## src/rtl/tb_sram_lat_rd_pipe.sv

```systemverilog
// sram_rd_pipe: delay line of DEPTH stages, each holding a valid bit and a
// data word. Stage data only reloads when a valid word enters it, so the
// output keeps the last delivered word while valid_o is low. DEPTH=0 is a
// pure wire.
module sram_rd_pipe #(
    parameter int DEPTH      = 1,
    parameter int DATA_WIDTH = 64
) (
    input  logic                  clk_i,
    input  logic                  rst_ni,
    input  logic                  valid_i,
    input  logic [DATA_WIDTH-1:0] data_i,
    output logic                  valid_o,
    output logic [DATA_WIDTH-1:0] data_o
);

    if (DEPTH == 0) begin : g_wire
        // Clock and reset have no load when there are no stages.
        logic unused_clk_rst;
        assign unused_clk_rst = clk_i ^ rst_ni;
        assign valid_o = valid_i;
        assign data_o  = data_i;
    end else begin : g_regs
        logic [DEPTH-1:0]      valid_q;
        logic [DATA_WIDTH-1:0] data_q [DEPTH];

        // Shift valid every cycle; move data only alongside a valid bit.
        // NOTE: state registers use non-blocking assignments so every stage
        // samples its predecessor's value from before the edge.
        always_ff @(posedge clk_i or negedge rst_ni) begin
            if (!rst_ni) begin
                valid_q <= '0;
                for (int i = 0; i < DEPTH; i++) begin
                    data_q[i] <= '0;
                end
            end else begin
                valid_q[0] <= valid_i;
                if (valid_i) begin
                    data_q[0] <= data_i;
                end
                for (int i = 1; i < DEPTH; i++) begin
                    valid_q[i] <= valid_q[i-1];
                    if (valid_q[i-1]) begin
                        data_q[i] <= data_q[i-1];
                    end
                end
            end
        end

        assign valid_o = valid_q[DEPTH-1];
        assign data_o  = data_q[DEPTH-1];
    end

endmodule

```

## config.mk

```make
export PLATFORM = sky130hd
export DESIGN_NAME = sram_rd_pipe
export DESIGN_NICKNAME = d
export VERILOG_FILES = /design/src/rtl/tb_sram_lat_rd_pipe.sv
export SDC_FILE = /design/constraint.sdc
export NUM_CORES = 1
export LEC_CHECK = 0
export BUFFER_PORTS_ARGS = -buffer_cell sky130_fd_sc_hd__buf_2
export CAP_MARGIN = 20
export CORE_ASPECT_RATIO = 0.7
export CORE_MARGIN = 3
export CORE_UTILIZATION = 40
export DETAILED_ROUTE_END_ITERATION = 12
export GPL_TIMING_DRIVEN = 0
export PLACE_DENSITY = 0.71
export SKIP_LAST_GASP = 1
export SLEW_MARGIN = 20
export SYNTH_ARGS = -nofsm -noshare
export SYNTH_HDL_FRONTEND = slang
export SYNTH_SLANG_ARGS = --single-unit
```

## constraint.sdc

```tcl
create_clock -name clk_i -period 2.9 [get_ports clk_i]
set_clock_uncertainty 0.2 [all_clocks]
set_input_delay 0.29 -clock clk_i [delete_from_list [all_inputs] [get_ports clk_i]]
set_output_delay 0.29 -clock clk_i [all_outputs]
set_load 0.05 [all_outputs]
```

==> impl_metrics.env <==
export IMPL_status="finished, final reports clean"
export IMPL_drv_cap=0
export IMPL_die_area_um2=7800
export IMPL_end_kind="flop"
export IMPL_drt_pre_antenna_iters=4
export IMPL_finalCritPeriodShare_pct=56.0
export IMPL_synth_cells=136
export IMPL_hold_class="input pin to async pin"
export IMPL_clk_latency_ns=0.33
export IMPL_synth_async_reset_ratio_pct=100
export IMPL_fin_crit_ns=1.63
export IMPL_swShare_pct=31.9
export IMPL_portBuffers=131
export IMPL_totalWireLength_um=6900
export IMPL_syn_avg_cell_area_um2=19.9
export IMPL_yosysTopAreaCellShare_pct=60.2
export IMPL_peakVddDrop_mv=0.314
export IMPL_worst_setup_path_type="input pin to flop"
export IMPL_rsz0062_at_grt="false"
export IMPL_synthDistinctLibCells=5
export IMPL_nFillCells=429
export IMPL_vias=1906
export IMPL_core_area_um2=6400
export IMPL_die_height_um=74.8
export IMPL_synth_common_cells="dfrtp_1, mux2_4, buf_12"
export IMPL_crit_buf_inv=4
export IMPL_power_density_nw_per_um2=611
export IMPL_cts_tree="yes"
export IMPL_track_usage_pct=18.8
export IMPL_rows=24
export IMPL_n_antenna_cell=0
export IMPL_gp_congestion=0.693
export IMPL_power_frac_comb_pct=28.6
export IMPL_critPathRequiredTime_ns=2.91
export IMPL_final_nets=412
export IMPL_sequentialPowerShare_pct=39.1
export IMPL_tns_ns=0
export IMPL_critPathMaxFanout=10
export IMPL_grt_pass1_wl_um=11100
export IMPL_ys_flop_type="dfrtp_1"
export IMPL_clk_pin_slew_ns=0.06
export IMPL_synth_area_leaders="dfrtp_1, mux2_4, buf_12"
export IMPL_cts_buffers=9
export IMPL_finalMaxSlewViolations=0
export IMPL_overflow=0
export IMPL_synth_area_um2=2700
export IMPL_worstPathCellList="dlygate4sd3_1 -> buf_2 -> buf_6 -> buf_12 -> mux2_4"
export IMPL_vias_per_cell=4.32
export IMPL_worstMarginPinSlew_ns=0.355
export IMPL_grt_pass1_vias=2094
export IMPL_p_int_uw=1820
export IMPL_drt_iter0_markers=66
export IMPL_crit_slowest_cell="dlygate4sd3_1"
export IMPL_layout_drive_gt1_share_pct=62.6
export IMPL_setup_viol=0
export IMPL_start_util_pct=42.3
export IMPL_areaGrowthSynthToFinish_pct=62.2
export IMPL_cp_slowest_stage_delay_ns=0.52
export IMPL_drc=0
export IMPL_fmax_mhz=615
export IMPL_cts_sinks=65
export IMPL_relSlewSlack_pct=76.3
export IMPL_post_cts_buffers=0
export IMPL_yosysMostFrequentCell="dfrtp_1"
export IMPL_hold_viol=0
export IMPL_clockBufferDepth=2
export IMPL_wire_per_inst_um=15.6
export IMPL_pwr_share_clk_pct=32.3
export IMPL_switchingPower_uw=856
export IMPL_synth_largest_area_cell="dfrtp_1"
export IMPL_htreeDepth=3
export IMPL_startpoint_type="input pin"
export IMPL_die_w_um=104
export IMPL_yosysWarnings=0
export IMPL_critPathArrivalTime_ns=1.63
export IMPL_grt_max_degree=39
export IMPL_leakage_uw=0.00225
export IMPL_clock_root_buffer="clkbuf_8"
export IMPL_io_pins=132
export IMPL_ys_seq_area_share_pct=60.2
export IMPL_synth_edf_count=0
export IMPL_fin_hold_ws_ns=0.247
export IMPL_antenna_found_initial=0
export IMPL_ys_ff_latch=65
export IMPL_syn_nets=203
export IMPL_dpl_hpwl_um=3950
export IMPL_critPathTopFamily="buffers and inverters"
export IMPL_antenna_left=0
## placed cells by master, fill, tap and decap left out
cell           instances
mux2_2                 4
buf_2                130
buf_6                  1
clkbuf_8              11
buf_12                 7
buf_4                  1
dlygate4sd3_1         66
bufinv_16              2
clkinvlp_4             1
dfrtp_1               65
mux2_4                60
clkinv_2               2
## flip-flops by register name, indices dropped and copies added (netlist names)
signal	count
data_o	64
valid_o	1
## final cells by class
cell class	instances	area (um^2)	area share, %
Clock buffer	11	151	3.45
Multi-Input combinational cell	64	946	21.6
Buffer	7	131	3.00
Timing Repair Buffer	198	1340	30.5
Tap cell	91	114	2.60
Sequential cell	65	1630	37.1
Clock inverter	5	77.6	1.77
## cell families (layout without fill, tap and decap cells)
logic type  count (synthesis)  after routing  synth area share, %
mux                        64             64                 35.0
buf+inv                     7            221                 4.86
flops                      65             65                 60.2
## path summary, 6_finish.rpt
path / endpoint / start / cells after the start / slack, ns
setup reg to reg: data_o[33] / data_o[33] / 1 / 1.87
max in group asynchronous: data_o[63] / rst_ni / 3 / 1.74
setup / recovery: data_o[33] / valid_i / 5 / 1.27
hold reg to reg: data_o[1] / data_o[1] / 1 / 0.30
hold / removal: data_o[34] / rst_ni / 2 / 0.25
min in group clk_i: data_o[1] / data_o[1] / 1 / 0.30
## power by group through the flow
| stage | registers (uW) | clock network [uW] | logic, uW |
|---|---|---|---|
| final | 1050 | 866 | 766 |
| after detailed placement | 1060 | 0 | 694 |
| after CTS | 1040 | 888 | 764 |
| after floorplan | 1380 | 0 | 182 |
| after global placement | 1060 | 0 | 685 |
| after global routing | 1060 | 933 | 801 |
## stage by stage
step | utilization, % | setup slack [ns] | total power (uW) | cell area [um^2] | std cells
after global routing | 68.6 | 1.26 | 2790 | 4390 | 441
after global placement | 54.3 | 1.09 | 1740 | 3470 | 358
after floorplan | - | 1.68 | 1560 | 2700 | 136
after detailed placement | 54.7 | 1.49 | 1750 | 3500 | 359
after CTS | 68.6 | 1.29 | 2700 | 4390 | 441
final | 68.6 | 1.27 | 2680 | 4390 | 441
## layer usage
layer / wire [um] / up-vias / track usage, %
li1: - / 892 / -
met1: 2960 / 909 / 23.8
met2: 3310 / 95 / 30.8
met3: 522 / 10 / 6.26
met4: 104 / 0 / 7.23
met5: 0 / - / 0
## timing repair
item / in CTS / in global routing
endpoints found under the hold margin: 92 / 0
gates resized for setup: 0 / 0
hold buffers: 66 / 0
Power figures use the tool's default switching activity.
